[src/rtl/ibex_instr_realign_fifo_pkg.sv]
// Shared fetch-side types and helpers for the instruction realign FIFO.
// Latency: n/a (types and pure functions only).
// Backpressure: n/a.
//
// Contents:
//   fifo_entry_t  - one stored fetch word plus its bus error flag
//   is_compressed - true when a halfword starts a 16-bit instruction
package ibex_instr_realign_fifo_pkg;

  typedef struct packed {
    logic [31:0] rdata;
    logic        err;
  } fifo_entry_t;

  // RVC: a halfword begins a compressed instruction unless its two low
  // bits are both set.
  function automatic logic is_compressed(input logic [15:0] halfword);
    return (halfword & 16'h0003) != 16'h0003;
  endfunction

endpackage

[src/rtl/ibex_instr_realign_fifo_if.sv]
// Handshake bundle between the fetch side, the realign FIFO and the decoder.
// Latency: n/a (wiring only).
// Backpressure: out_ready_i stalls the consumer side; busy_o throttles requests.
//
// Ports:
//   clear_i/in_addr_i            - flush and restart at a new PC
//   in_valid_i/in_rdata_i/in_err_i - fetched word from memory
//   busy_o                       - FIFO nearly full, stop issuing requests
//   out_*                        - realigned instruction towards the decoder
// modport slave is the FIFO's view; modport master is the environment's view.
interface ibex_instr_realign_fifo_if;
  import ibex_instr_realign_fifo_pkg::*;

  logic        clear_i;
  logic [31:0] in_addr_i;
  logic        in_valid_i;
  logic [31:0] in_rdata_i;
  logic        in_err_i;
  logic        busy_o;
  logic        out_valid_o;
  logic        out_ready_i;
  logic [31:0] out_rdata_o;
  logic [31:0] out_addr_o;
  logic        out_err_o;
  logic        out_err_plus2_o;

  modport master (
    output clear_i, in_addr_i, in_valid_i, in_rdata_i, in_err_i, out_ready_i,
    input  busy_o, out_valid_o, out_rdata_o, out_addr_o, out_err_o, out_err_plus2_o
  );

  modport slave (
    input  clear_i, in_addr_i, in_valid_i, in_rdata_i, in_err_i, out_ready_i,
    output busy_o, out_valid_o, out_rdata_o, out_addr_o, out_err_o, out_err_plus2_o
  );

endinterface

[src/rtl/ibex_instr_realign_fifo.sv]
// Shift FIFO of fetched words that realigns mixed 16/32-bit instructions.
// Latency: 1 cycle from in_valid_i to out_valid_o (no bypass).
// Backpressure: holds outputs while out_ready_i=0; busy_o high at occupancy >= DEPTH-1.
//
// Ports:
//   clk_i, rst_i - clock and asynchronous active-high reset
//   bus          - ibex_instr_realign_fifo_if.slave (fetch input, decoder output)
module ibex_instr_realign_fifo #(
  parameter int unsigned DEPTH = 3
) (
  input logic                      clk_i,
  input logic                      rst_i,
  ibex_instr_realign_fifo_if.slave bus
);
  import ibex_instr_realign_fifo_pkg::*;

  localparam int unsigned CW = $clog2(DEPTH + 1);

  fifo_entry_t   entries_q [DEPTH];
  fifo_entry_t   entries_d [DEPTH];
  logic [CW-1:0] occ_q, occ_d, occ_pop;
  logic [31:0]   pc_q, pc_d;

  logic          v0, v1, lo_c, hi_c;
  logic          out_valid;
  logic [31:0]   out_rdata;
  logic          out_err, out_err_plus2;
  logic          pop_sel, pop, push, handshake;
  logic [31:0]   pc_inc;

  // Instruction selection. pc_q[1] says whether the next instruction starts
  // in the low or the high halfword of entry 0.
  always_comb begin
    v0            = occ_q != '0;
    v1            = occ_q >= CW'(2);
    lo_c          = is_compressed(entries_q[0].rdata[15:0]);
    hi_c          = is_compressed(entries_q[0].rdata[31:16]);
    out_valid     = 1'b0;
    out_rdata     = '0;
    out_err       = 1'b0;
    out_err_plus2 = 1'b0;
    pop_sel       = 1'b0;
    pc_inc        = 32'd0;
    if (!pc_q[1]) begin
      out_valid = v0;
      out_err   = entries_q[0].err;
      if (lo_c) begin
        // Upper half still holds the next instruction: keep the word.
        out_rdata = {16'h0, entries_q[0].rdata[15:0]};
        pc_inc    = 32'd2;
      end else begin
        out_rdata = entries_q[0].rdata;
        pop_sel   = 1'b1;
        pc_inc    = 32'd4;
      end
    end else if (hi_c) begin
      out_valid = v0;
      out_rdata = {16'h0, entries_q[0].rdata[31:16]};
      out_err   = entries_q[0].err;
      pop_sel   = 1'b1;
      pc_inc    = 32'd2;
    end else begin
      // A 32-bit instruction straddles entries 0 and 1. A faulted first
      // half is reported at once rather than waiting for a word that may
      // never arrive.
      out_valid     = v1 | (v0 & entries_q[0].err);
      out_rdata     = {entries_q[1].rdata[15:0], entries_q[0].rdata[31:16]};
      out_err       = entries_q[0].err | entries_q[1].err;
      out_err_plus2 = entries_q[1].err & ~entries_q[0].err;
      pop_sel       = 1'b1;
      pc_inc        = 32'd4;
    end
  end

  assign handshake = out_valid & bus.out_ready_i;
  assign pop       = handshake & pop_sel;
  assign occ_pop   = occ_q - CW'(pop);
  assign push      = bus.in_valid_i & (occ_pop != CW'(DEPTH));
  assign occ_d     = occ_pop + CW'(push);
  assign pc_d      = handshake ? pc_q + pc_inc : pc_q;

  // Shift on pop, then write the new word right behind the survivors.
  always_comb begin
    entries_d = entries_q;
    if (pop) begin
      for (int i = 0; i < int'(DEPTH) - 1; i++) begin
        entries_d[i] = entries_q[i+1];
      end
    end
    for (int i = 0; i < int'(DEPTH); i++) begin
      if (push && occ_pop == CW'(i)) begin
        entries_d[i] = '{rdata: bus.in_rdata_i, err: bus.in_err_i};
      end
    end
  end

  // clear_i wins over everything: same-cycle pop and push belong to the
  // old stream and are dropped.
  always_ff @(posedge clk_i or posedge rst_i) begin
    if (rst_i) begin
      for (int i = 0; i < int'(DEPTH); i++) begin
        entries_q[i] <= '0;
      end
      occ_q <= '0;
      pc_q  <= '0;
    end else if (bus.clear_i) begin
      occ_q <= '0;
      pc_q  <= bus.in_addr_i;
    end else begin
      entries_q <= entries_d;
      occ_q     <= occ_d;
      pc_q      <= pc_d;
    end
  end

  assign bus.busy_o          = occ_q >= CW'(DEPTH - 1);
  assign bus.out_valid_o     = out_valid;
  assign bus.out_rdata_o     = out_rdata;
  assign bus.out_addr_o      = pc_q;
  assign bus.out_err_o       = out_err;
  assign bus.out_err_plus2_o = out_err_plus2;

  // Upstream must honour busy_o; a push into a full FIFO without a pop is lost.
  a_no_overflow: assert property (@(posedge clk_i) disable iff (rst_i)
    !(bus.in_valid_i && !bus.clear_i && !pop && occ_q == CW'(DEPTH)));

endmodule
[src/flat_wrapper.sv]
// flat-port wrapper written by rule: the top's interface ports become plain ports
module ibex_instr_realign_fifo_flat import ibex_instr_realign_fifo_pkg::*;
#(
  parameter int unsigned DEPTH = 3
)
  (clk_i, rst_i, bus_clear_i, bus_in_addr_i, bus_in_valid_i, bus_in_rdata_i, bus_in_err_i, bus_out_ready_i, bus_busy_o, bus_out_valid_o, bus_out_rdata_o, bus_out_addr_o, bus_out_err_o, bus_out_err_plus2_o);
  ibex_instr_realign_fifo_if bus_i ();
  input logic clk_i;
  input logic rst_i;
  input wire logic [$bits(bus_i.clear_i)-1:0] bus_clear_i;
  input wire logic [$bits(bus_i.in_addr_i)-1:0] bus_in_addr_i;
  input wire logic [$bits(bus_i.in_valid_i)-1:0] bus_in_valid_i;
  input wire logic [$bits(bus_i.in_rdata_i)-1:0] bus_in_rdata_i;
  input wire logic [$bits(bus_i.in_err_i)-1:0] bus_in_err_i;
  input wire logic [$bits(bus_i.out_ready_i)-1:0] bus_out_ready_i;
  output wire logic [$bits(bus_i.busy_o)-1:0] bus_busy_o;
  output wire logic [$bits(bus_i.out_valid_o)-1:0] bus_out_valid_o;
  output wire logic [$bits(bus_i.out_rdata_o)-1:0] bus_out_rdata_o;
  output wire logic [$bits(bus_i.out_addr_o)-1:0] bus_out_addr_o;
  output wire logic [$bits(bus_i.out_err_o)-1:0] bus_out_err_o;
  output wire logic [$bits(bus_i.out_err_plus2_o)-1:0] bus_out_err_plus2_o;
  assign bus_i.clear_i = bus_clear_i;
  assign bus_i.in_addr_i = bus_in_addr_i;
  assign bus_i.in_valid_i = bus_in_valid_i;
  assign bus_i.in_rdata_i = bus_in_rdata_i;
  assign bus_i.in_err_i = bus_in_err_i;
  assign bus_i.out_ready_i = bus_out_ready_i;
  assign bus_busy_o = bus_i.busy_o;
  assign bus_out_valid_o = bus_i.out_valid_o;
  assign bus_out_rdata_o = bus_i.out_rdata_o;
  assign bus_out_addr_o = bus_i.out_addr_o;
  assign bus_out_err_o = bus_i.out_err_o;
  assign bus_out_err_plus2_o = bus_i.out_err_plus2_o;
  ibex_instr_realign_fifo #(.DEPTH(DEPTH)) u_core (.clk_i(clk_i), .rst_i(rst_i), .bus(bus_i));
endmodule
[config.mk]
export PLATFORM = sky130hd
export DESIGN_NAME = ibex_instr_realign_fifo_flat
export DESIGN_NICKNAME = d
export VERILOG_FILES = /design/src/rtl/ibex_instr_realign_fifo_pkg.sv /design/src/rtl/ibex_instr_realign_fifo_if.sv /design/src/rtl/ibex_instr_realign_fifo.sv /design/src/flat_wrapper.sv
export SDC_FILE = /design/constraint.sdc
export NUM_CORES = 1
export LEC_CHECK = 0
export ABC_AREA = 0
export CORE_MARGIN = 2
export CORE_UTILIZATION = 53
export DETAILED_ROUTE_END_ITERATION = 7
export GPL_ROUTABILITY_DRIVEN = 0
export PLACE_DENSITY_LB_ADDON = 0.2
export SYNTH_ARGS = -nofsm -noshare
export SYNTH_HDL_FRONTEND = slang
export SYNTH_SLANG_ARGS = --single-unit
[constraint.sdc]
create_clock -name clk_i -period 6.3 [get_ports clk_i]
set_clock_uncertainty 0.15 [all_clocks]
set_input_delay 0.63 -clock clk_i [delete_from_list [all_inputs] [get_ports clk_i]]
set_output_delay 0.63 -clock clk_i [all_outputs]
set_load 0.005 [all_outputs]
==> run_results.csv, run 1 <==
group,metric,value,unit
status,outcome,"complete, no violations",
sta,tightest_slew,1.366,ns
die,io_pins,138,
route,drt-total-wl,19910,um
final_layout,finish.instance_area,0.009065,mm^2
clock_network,tritoncts,"done",
die,die_area,0.01404,mm^2
place,dpl.cell_count,888,
power_and_ir_drop,max-vdd-ir-drop,286.0,uV
route,wl_per_cell,21.64,um
clock_network,h-tree-depth,4,
global_route,grt_usage,28.36,%
power_and_ir_drop,p_sw_share,30.99,%
critical_path,cp.arrival,4.43,ns
critical_path,criticalPathCategory,"flip-flop to flip-flop",
critical_path,crit_fanout,26,
power_and_ir_drop,powerDensity,471.0,mW/mm^2
clock_network,cts_buffers,17,
clock_network,clockBufferDepth,2,
logic_synthesis,syn-instance-count,628,
sta,fin_setup_tns,0,ns
final_layout,drive_above_1_share,22.46,%
power_and_ir_drop,internal_power,2.946,mW
final_layout,num-fill-cells,949,
final_layout,diodes,0,
die,core_area,0.01272,mm^2
clock_network,cts_num_sinks,133,
global_route,grt_pass1_vias,6117,
power_and_ir_drop,leakagePower,3.486,nW
clock_network,cts.clk_slew.worst_paths,0.06,ns
route,via_per_inst,6.664,
route,ant_nets,0,
run,cap_violations,0,
clock_network,clk_latency,0.42,ns
sta,slew_violations,0,
logic_synthesis,yosysWarnings,0,
clock_network,cts_resized,0,
global_route,grt_max_degree,71,
sta,hold_viol,0,
die,dieWidth,118.5,um
global_route,grt_first_pass_wirelength,32040,um
die,rows,41,
logic_synthesis,synth.ff_latch_count,133,
logic_synthesis,synth_area_per_cell,11.06,um^2
place,place_area,0.008371,mm^2
sta,clock.fmax,0.2347,GHz
clock_network,post-cts-setup-buffers,0,
final_layout,syn_to_final_growth,30.49,%
die,start_util,54.60,%
logic_synthesis,syn_nets,701,
clock_network,postCtsHoldBufs,0,
sta,fin_crit_sh,67.64,%
min_path,hold_class,"flip-flop to flip-flop",
logic_synthesis,synth_edf_count,0,
power_and_ir_drop,combPwrFrac,37.9,%
route,drt_iter0_drc,728,
die,die-height,118.5,um
clock_network,root_buffer,"clkbuf_16",
logic_synthesis,yosys.cell_types.count,56,
logic_synthesis,synthFlopType,"dfrtp_1",
final_layout,final_cells,920,
route,firstDrtPassIters,5,
power_and_ir_drop,seqPwrFrac,34.6,%
final_layout,nNetsFinal,808,
place,io_buffers,137,
logic_synthesis,syn-cell-area,0.006947,mm^2
critical_path,critPathCaptureType,"flip-flop",
global_route,antenna_found_initial,0,
place,dp_hpwl,12100,um
critical_path,crit_path_start_kind,"flip-flop",
power_and_ir_drop,pwr-share-clk,27.5,%
sta,relSlewSlack,8.820,%
logic_synthesis,ys_async_sr_fraction,100.0,%
logic_synthesis,yosysSeqAreaShare,47.91,%
sta,rsz0062_at_grt,"false",
sta,report.final.setup_viol,0,
route,drc,0,
global_route,grt_overflow_total,0,
final_layout,final_util,71.25,%
power_and_ir_drop,switching_power,1.323,mW
route,dr_total_vias,6131,
sta,fin_crit,4.261,ns
critical_path,crit_required,6.47,ns
[area by class of cell]
cell class | count | area (um^2) | share of cell area (%)
clock buffers | 18 | 439.2 | 4.845
multi-input cells | 430 | 3368 | 37.16
clock inverters | 14 | 255.2 | 2.816
flip-flops and latches | 133 | 3328 | 36.71
repair buffers | 143 | 1416 | 15.62
inverters | 10 | 42.54 | 0.4693
well taps | 172 | 215.2 | 2.374
[layer usage]
metal	up-vias	wire length (um)	GRT usage, %
li1	2697	-	-
met1	3116	8222	36.30
met2	273	9993	47.15
met3	45	1154	5.261
met4	0	535	12.35
met5	-	0	0
[state kept, by name, summed over array words and instances (netlist names)]
name / cells
u_core.occ_q: 2
u_core.bus.out_addr_o: 32
u_core.entries_q: 99
[Yosys cell counts, types with 2 or more instances]
| cell | n | share of area (%) |
|---|---|---|
| a21boi_0 | 2 | 0.22 |
| nand2_4 | 2 | 0.32 |
| a211oi_1 | 2 | 0.22 |
| nand2_1 | 17 | 0.92 |
| nor2b_1 | 13 | 1.2 |
| nand3_1 | 16 | 1.2 |
| a311oi_1 | 2 | 0.25 |
| nand4b_1 | 2 | 0.25 |
| or3_1 | 70 | 6.3 |
| ha_1 | 2 | 0.36 |
| o211ai_1 | 5 | 0.54 |
| mux2_2 | 51 | 8.3 |
| a31oi_1 | 16 | 1.4 |
| and3_1 | 4 | 0.36 |
| and4_1 | 4 | 0.50 |
| dfrtp_1 | 133 | 48 |
| nor3_1 | 4 | 0.29 |
| buf_2 | 11 | 0.79 |
| o31ai_1 | 15 | 1.6 |
| nor2_1 | 29 | 1.6 |
| inv_1 | 9 | 0.49 |
| buf_1 | 5 | 0.27 |
| or4_1 | 12 | 1.3 |
| a221oi_1 | 8 | 1.0 |
| o21a_1 | 2 | 0.22 |
| o221a_2 | 64 | 10 |
| or2_2 | 3 | 0.27 |
| a211o_1 | 2 | 0.25 |
| o221a_1 | 2 | 0.32 |
| clkbuf_1 | 36 | 1.9 |
| nand4_1 | 16 | 1.4 |
| buf_4 | 2 | 0.22 |
| o21ai_0 | 15 | 1.1 |
| xnor2_1 | 2 | 0.25 |
| a22o_1 | 19 | 2.4 |
| a21oi_1 | 9 | 0.65 |
| nor4_1 | 3 | 0.27 |
[kinds of logic (layout without fill, tap and decap cells)]
kind of cell    Yosys count  count (layout)  synth area share (%)
compound gates          168             168                 21.31
simple gates            204             204                 17.42
buf+inv                  65             185                 3.926
mux                      52              52                 8.411
xor+xnor                  3               3                0.3783
flops                   133             133                 47.91
fa+ha+maj                 3               3                0.6484
[critical path: stages, from the launching register on]
cell     delay [ns]
dfrtp_1        0.82
and3b_1        0.96
or2_2          0.25
inv_1          0.05
fa_1           0.44
a211o_1        0.56
or4_2          0.71
a31oi_1        0.20
[worst paths after layout]
kind | slack [ns] | depth (start not counted) | startpoint | end
worst max-delay path | 2.04 | 7 | u_core.bus.out_addr_o[1] | u_core.bus.out_addr_o[15]
worst min-delay path | 0.36 | 1 | u_core.entries_q[24] | u_core.entries_q[24]
worst max register to register | 2.04 | 7 | u_core.bus.out_addr_o[1] | u_core.bus.out_addr_o[15]
worst min register to register | 0.36 | 1 | u_core.entries_q[24] | u_core.entries_q[24]
max in group asynchronous | 4.19 | 3 | rst_i | u_core.entries_q[79]
min in group asynchronous | 0.52 | 2 | rst_i | u_core.bus.out_addr_o[27]
[stage by stage]
step / hold WS [ns] / setup WS, ns / total power [mW]
final: 0.3581 / 2.039 / 4.270
after global routing: 0.3695 / 1.960 / 4.475
after CTS: 0.3594 / 2.128 / 4.264
after detailed placement: 0.3468 / 2.165 / 3.082
after global placement: 0.3393 / 2.259 / 3.012
after floorplan: 0.3315 / 1.966 / 2.426
[power by group through the flow]
stage / clock network (mW) / registers (mW) / logic [mW]
3_5_place_dp: 0 / 1.47 / 1.61
4_1_cts: 1.17 / 1.46 / 1.62
6_report: 1.17 / 1.48 / 1.62
5_1_grt: 1.22 / 1.51 / 1.74
3_3_place_gp: 0 / 1.45 / 1.56
2_1_floorplan: 0 / 1.37 / 1.05
[placed cells by master (no fill, tap or decap), drive strengths merged, types with 2 or more instances in the layout]
| cell | Yosys | routed |
|---|---|---|
| a22o | 20 | 20 |
| nor2b | 13 | 13 |
| nand4 | 17 | 17 |
| buf | 19 | 6 |
| a31oi | 16 | 16 |
| or4 | 14 | 14 |
| clkinv | 1 | 4 |
| nor2 | 29 | 29 |
| nand4b | 2 | 2 |
| ha | 2 | 2 |
| a211o | 2 | 2 |
| clkinvlp | 0 | 4 |
| nor3 | 4 | 4 |
| a221oi | 8 | 8 |
| nand2 | 19 | 19 |
| and3 | 4 | 4 |
| clkbuf | 36 | 18 |
| nand3 | 16 | 16 |
| o31ai | 15 | 15 |
| inv | 9 | 9 |
| xnor2 | 2 | 2 |
| a211oi | 2 | 2 |
| bufinv | 0 | 7 |
| a21oi | 9 | 9 |
| o211ai | 5 | 5 |
| o221a | 66 | 66 |
| a311oi | 2 | 2 |
| mux2 | 51 | 51 |
| and4 | 5 | 5 |
| or2 | 3 | 3 |
| or3 | 70 | 70 |
| nor4 | 3 | 3 |
| o21a | 2 | 2 |
| o21ai | 15 | 15 |
| a21boi | 2 | 2 |
| dfrtp | 133 | 133 |
| clkdlybuf4s50 | 0 | 137 |
Note: power is estimated with default switching activity, not from simulation.
==> inputs of run 2 (changes only) <==
--- a/config.mk
+++ b/config.mk
@@ -7,7 +7,7 @@
 export LEC_CHECK = 0
 export ABC_AREA = 0
 export CORE_MARGIN = 2
-export CORE_UTILIZATION = 53
+export CORE_UTILIZATION = 47
 export DETAILED_ROUTE_END_ITERATION = 7
 export GPL_ROUTABILITY_DRIVEN = 0
 export PLACE_DENSITY_LB_ADDON = 0.2
==> constraint.sdc (replaced) <==
create_clock -name clk_i -period 3.5 [get_ports clk_i]
set_clock_uncertainty 0.15 [all_clocks]
set_input_delay 0.35 -clock clk_i [delete_from_list [all_inputs] [get_ports clk_i]]
set_output_delay 0.35 -clock clk_i [all_outputs]
set_load 0.005 [all_outputs]
==> run 2 against run 1 <==
Effect of this change: setup slack worse by 1.7 ns; critical path type unchanged; register-to-register slack lost 1.7 ns; first-iteration DRC count is 33% lower; maximum frequency is 34% higher; flip-flop and latch count did not move; critical endpoint unchanged; global-route usage fell by 2.3 points; total power increased by 78%; combinational power grew 88%; die area increased by 12%; utilization fell by 7.8 points; wire length up 1.8%.
==> run_results.csv, run 2 (synthesized netlist as in run 1, its figures left out) <==
group,metric,value,unit
status,outcome,"complete, no violations",
critical_path,crit_fanout,26,
final_layout,regArea,0.003328,mm^2
route,drt_iter0_drc,489,
die,core_area,0.01448,mm^2
place,io_buffers,137,
route,firstDrtPassIters,5,
final_layout,final_util,63.42,%
sta,fin_crit_sh,91.13,%
clock_network,postCtsHoldBufs,0,
global_route,grt_pass1_vias,6267,
route,ant_nets,0,
route,via_per_inst,6.440,
power_and_ir_drop,powerDensity,826.8,mW/mm^2
run,cap_violations,0,
die,die-height,125.6,um
critical_path,crit_path_start_kind,"flip-flop",
clock_network,tritoncts,"done",
route,dr_total_vias,6112,
critical_path,ff2ff_setup_slack,0.31,ns
final_layout,drive_above_1_share,24.18,%
global_route,grt_usage,26.02,%
final_layout,diodes,0,
clock_network,clk_latency,0.43,ns
final_layout,syn_to_final_growth,32.19,%
global_route,antenna_found_initial,0,
final_layout,num-fill-cells,1144,
sta,rsz0062_at_grt,"false",
critical_path,crit_required,3.70,ns
die,die_area,0.01577,mm^2
critical_path,r2r-start,"u_core.entries_q[84]",
sta,relSlewSlack,42.70,%
route,wl_per_cell,21.36,um
power_and_ir_drop,switching_power,2.451,mW
sta,hold_viol,0,
min_path,hold_class,"input port to asynchronous set/reset pin",
power_and_ir_drop,leakagePower,3.545,nW
die,rows,44,
global_route,grt_first_pass_wirelength,32700,um
die,dieWidth,125.6,um
route,drt-total-wl,20270,um
clock_network,clockBufferDepth,2,
final_layout,largest_register_ffs,99,
critical_path,criticalPathCategory,"flip-flop to flip-flop",
final_layout,multi_input_area,0.003373,mm^2
power_and_ir_drop,max-vdd-ir-drop,545.0,uV
clock_network,cts.clk_slew.worst_paths,0.06,ns
sta,clock.fmax,0.3135,GHz
die,start_util,47.98,%
clock_network,h-tree-depth,4,
sta,fin_hold_ws,0.2842,ns
clock_network,cts_buffers,17,
power_and_ir_drop,seqPwrFrac,34.7,%
global_route,grt_max_degree,67,
power_and_ir_drop,pwr-share-clk,25.1,%
sta,fin_crit,3.189,ns
sta,fin_setup_tns,0,ns
clock_network,cts_num_sinks,133,
place,dpl.cell_count,917,
final_layout,final_cell_mix,"clkdlybuf4s50_1, dfrtp_1, or3_1",
final_layout,final_common_cell,"clkdlybuf4s50_1",
final_layout,nNetsFinal,825,
clock_network,root_buffer,"clkbuf_16",
sta,report.final.setup_viol,0,
sta,slew_violations,0,
critical_path,r2r-end,"u_core.bus.out_addr_o[15]",
route,drc,0,
power_and_ir_drop,internal_power,5.142,mW
critical_path,cp.arrival,3.39,ns
sta,tightest_slew,0.8516,ns
final_layout,final_cells,949,
final_layout,top_register,"u_core.entries_q",
critical_path,rr_worst_depth,7,
critical_path,critPathCaptureType,"flip-flop",
power_and_ir_drop,p_sw_share,32.28,%
global_route,grt_overflow_total,0,
power_and_ir_drop,combPwrFrac,40.2,%
place,dp_hpwl,13370,um
die,io_pins,138,
run 2: area by class of cell:
type	instances	area share [%]
flip-flops and latches	133	36.24
inverters	10	0.4497
multi-input cells	430	36.74
repair buffers	160	17.22
clock inverters	15	2.207
clock buffers	17	4.633
well taps	184	2.507
run 2: timing repair:
| action | CTS | global route |
|---|---|---|
| gates resized for setup | 0 | 1 |
| endpoints found under the setup margin | 0 | 12 |
| setup buffers | 0 | 0 |
run 2: power groups by stage:
stage / logic, mW / registers (mW) / clock network, mW
2_1_floorplan: 1.90 / 2.47 / 0
3_3_place_gp: 2.96 / 2.59 / 0
3_5_place_dp: 3.04 / 2.62 / 0
4_1_cts: 3.06 / 2.61 / 1.93
5_1_grt: 3.30 / 2.69 / 2.00
6_report: 3.05 / 2.64 / 1.91
run 2: through the flow:
step / area, um^2 / power [mW] / worst slack [ns]
after floorplan: 6950 / 4.367 / 0.6066
final: 9183 / 7.592 / 0.3106
after CTS: 9178 / 7.605 / 0.2430
after detailed placement: 8549 / 5.663 / 0.2480
after global routing: 9183 / 7.996 / 0.1900
after global placement: 8549 / 5.548 / 0.3558
run 2: worst max-delay path by stage:
stage,start,endpoint,slack [ns],cells past startpoint
after floorplan,u_core.bus.out_addr_o[1],u_core.bus.out_addr_o[15],0.61,9
after global placement,bus_out_ready_i,u_core.entries_q[77],0.36,10
after detailed placement,bus_out_ready_i,u_core.entries_q[87],0.25,10
after CTS,u_core.entries_q[66],u_core.entries_q[87],0.24,9
after global routing,u_core.entries_q[84],u_core.bus.out_addr_o[15],0.19,7
final,u_core.entries_q[84],u_core.bus.out_addr_o[15],0.31,7
run 2: layer usage:
layer	vias to the layer above	global-route usage (%)	wire length, um
met5	-	0	0
met4	0	9.608	465
met3	39	5.049	1193
met2	249	44.99	10420
met1	3097	32.38	8197
li1	2727	-	-
run 2: worst max-delay path, stage by stage (launching register included):
cell     delay [ns]
dfrtp_1        0.42
and3_1         0.40
or2_2          0.20
inv_1          0.05
fa_1           0.43
a211o_1        0.55
or4_2          0.71
a31oi_1        0.18
==> inputs of run 3 (changes only) <==
--- a/config.mk
+++ b/config.mk
@@ -5,9 +5,9 @@
 export SDC_FILE = /design/constraint.sdc
 export NUM_CORES = 1
 export LEC_CHECK = 0
-export ABC_AREA = 0
+export ABC_AREA = 1
 export CORE_MARGIN = 2
-export CORE_UTILIZATION = 47
+export CORE_UTILIZATION = 48
 export DETAILED_ROUTE_END_ITERATION = 7
 export GPL_ROUTABILITY_DRIVEN = 0
 export PLACE_DENSITY_LB_ADDON = 0.2
==> run 3 against run 2 <==
Effect of this change: clock power is 3% lower; sequential share of layout area shrank 2.0 points; die area is 7.3% higher; synthesized cell count increased by 75%; wire length up 7.6%; critical path depth increased by 5; setup slack improved by 0.32 ns; total power fell by 11%; cell area is 5.8% higher; cell count grew 52%; combinational power decreased by 25%; maximum frequency grew 11%; highest routed layer unchanged.
==> run_results.csv, run 3 <==
group,metric,value,unit
critical_path,crit_required,3.65,ns
clock_network,clockBufferDepth,2,
sta,tightest_slew,0.6881,ns
final_layout,nNetsFinal,1283,
route,drt-total-wl,21810,um
die,io_pins,138,
sta,fin_crit,2.871,ns
clock_network,cts_resized,0,
power_and_ir_drop,leakagePower,4.826,nW
critical_path,criticalPathCategory,"flip-flop to flip-flop",
global_route,antenna_found_initial,0,
global_route,grt_usage,26.37,%
route,dr_total_vias,7526,
logic_synthesis,yosysSeqAreaShare,43.61,%
logic_synthesis,syn-instance-count,1098,
logic_synthesis,syn-cell-area,0.007631,mm^2
critical_path,critPathCaptureType,"flip-flop",
clock_network,cts_num_sinks,133,
route,wl_met1,9121,um
logic_synthesis,yosysTopAreaCell,"dfrtp_1",
logic_synthesis,yosys-top-cells-count,"nand2_1, dfrtp_1, nand3_1",
sta,fin_crit_sh,82.03,%
logic_synthesis,yosysWarnings,0,
die,die-height,130.1,um
clock_network,tritoncts,"done",
clock_network,cts_buffers,17,
route,firstDrtPassIters,7,
min_path,hold_class,"input port to asynchronous set/reset pin",
clock_network,postCtsHoldBufs,0,
die,rows,46,
logic_synthesis,synth_area_per_cell,6.950,um^2
logic_synthesis,synth_most_common_cell,"nand2_1",
critical_path,crit_fanout,33,
logic_synthesis,syn_nets,1171,
global_route,grt_max_degree,67,
status,outcome,"complete, no violations",
die,core_area,0.01571,mm^2
route,ant_nets,0,
logic_synthesis,ys_async_sr_fraction,100.0,%
sta,report.final.setup_viol,0,
final_layout,drive_above_1_share,5.478,%
sta,relSlewSlack,53.96,%
global_route,grt_first_pass_wirelength,34510,um
final_layout,diodes,0,
sta,rsz0062_at_grt,"false",
route,dr_wl_met2,10930,um
logic_synthesis,yosys.cell_types.count,32,
clock_network,h-tree-depth,4,
logic_synthesis,synth.ff_latch_count,133,
place,dp_hpwl,15130,um
sta,fin_ws,0.6289,ns
logic_synthesis,yosys.area.top_type_share,43.61,%
route,drc,0,
final_layout,final_cell_mix,"nand2_1, clkdlybuf4s50_1, dfrtp_1",
clock_network,post-cts-setup-buffers,0,
sta,clock.fmax,0.3483,GHz
power_and_ir_drop,powerDensity,694.0,mW/mm^2
route,drt_iter0_drc,577,
final_layout,final_util,61.81,%
sta,fin_setup_tns,0,ns
final_layout,syn_to_final_growth,27.27,%
route,top_layer,"met4",
logic_synthesis,synthTopCellsByArea,"dfrtp_1, nand2_1, nand3_1",
logic_synthesis,synth_edf_count,0,
final_layout,largest_register_ffs,99,
die,die_area,0.01692,mm^2
sta,hold_viol,0,
route,met3_wirelength,1144,um
die,start_util,48.57,%
place,place_ws,0.6139,ns
place,io_buffers,137,
power_and_ir_drop,max-vdd-ir-drop,398.5,uV
final_layout,final_common_cell,"nand2_1",
clock_network,root_buffer,"clkbuf_16",
sta,slew_violations,0,
final_layout,top_register,"u_core.entries_q",
global_route,grt_overflow_total,0,
clock_network,clk_latency,0.42,ns
logic_synthesis,synthFlopType,"dfrtp_1",
critical_path,crit_path_start_kind,"flip-flop",
die,dieWidth,130.1,um
critical_path,cp.arrival,3.02,ns
route,via_per_inst,5.230,
route,wl_per_cell,15.16,um
run,cap_violations,0,
clock_network,cts.clk_slew.worst_paths,0.06,ns
global_route,grt_pass1_vias,6821,
[run 3: worst paths after layout]
kind                            cells after the start                 start                  endpoint  slack (ns)
worst max-delay path                               12  u_core.entries_q[83]      u_core.entries_q[42]        0.63
worst min-delay path                                2                 rst_i  u_core.bus.out_addr_o[4]        0.06
worst max register to register                     12  u_core.entries_q[83]      u_core.entries_q[42]        0.63
worst min register to register                      2  u_core.entries_q[53]      u_core.entries_q[53]        0.32
max in group asynchronous                           3                 rst_i      u_core.entries_q[22]        2.39
min in group clk_i                                  2  u_core.entries_q[53]      u_core.entries_q[53]        0.32
[run 3: layer usage]
layer / GRT usage [%] / up-vias
li1: - / 3711
met2: 44.93 / 249
met5: 0 / -
met3: 4.018 / 52
met4: 11.45 / 0
met1: 33.47 / 3514
[run 3: metrics by stage]
stage	hold slack [ns]	cell area [um^2]	cells	power, mW
after CTS	0.05511	9712	1439	6.767
after detailed placement	0.3084	9090	1407	4.888
after floorplan	0.2919	7635	1098	3.982
after global routing	0.08624	9712	1439	7.214
after global placement	0.3038	9090	1407	4.810
final	0.05877	9712	1439	6.740
[run 3: logic make-up (layout without fill, tap and decap cells)]
kind of cell / Yosys count / after routing / share of synthesized area, %
simple gates: 676 / 676 / 36.22
compound gates: 132 / 132 / 9.985
xor+xnor: 7 / 7 / 0.9018
flops: 133 / 133 / 43.61
fa+ha+maj: 3 / 3 / 0.5902
buf+inv: 147 / 272 / 8.690
[run 3: worst max-delay path: stages (launching register included)]
cell and delay [ns]:
dfrtp_1 0.46, nand4_1 0.20, nand2_1 0.12, nand2_2 0.09, nand3_2 0.10, inv_1 0.06
ha_1 0.21, xnor2_2 0.24, nand3_2 0.27, nand2_2 0.16, nand2_2 0.40, nand2_1 0.20
nand2_1 0.07
[run 3: layout make-up]
class                      instances  area [um^2]
clock buffer                      24        501.7
clock inverter                     8        120.1
fill                            1472         6001
inverter                          89        337.8
multi-input combinational        818         3640
sequential                       133         3328
tap                              216        270.3
timing repair buffer             151         1514
[run 3: power by group]
group          switching [mW]  total (mW)  internal [mW]
Clock                   0.650        1.86           1.21
Combinational            1.32        2.30          0.985
Sequential              0.471        2.58           2.10
Total                    2.44        6.74           4.30
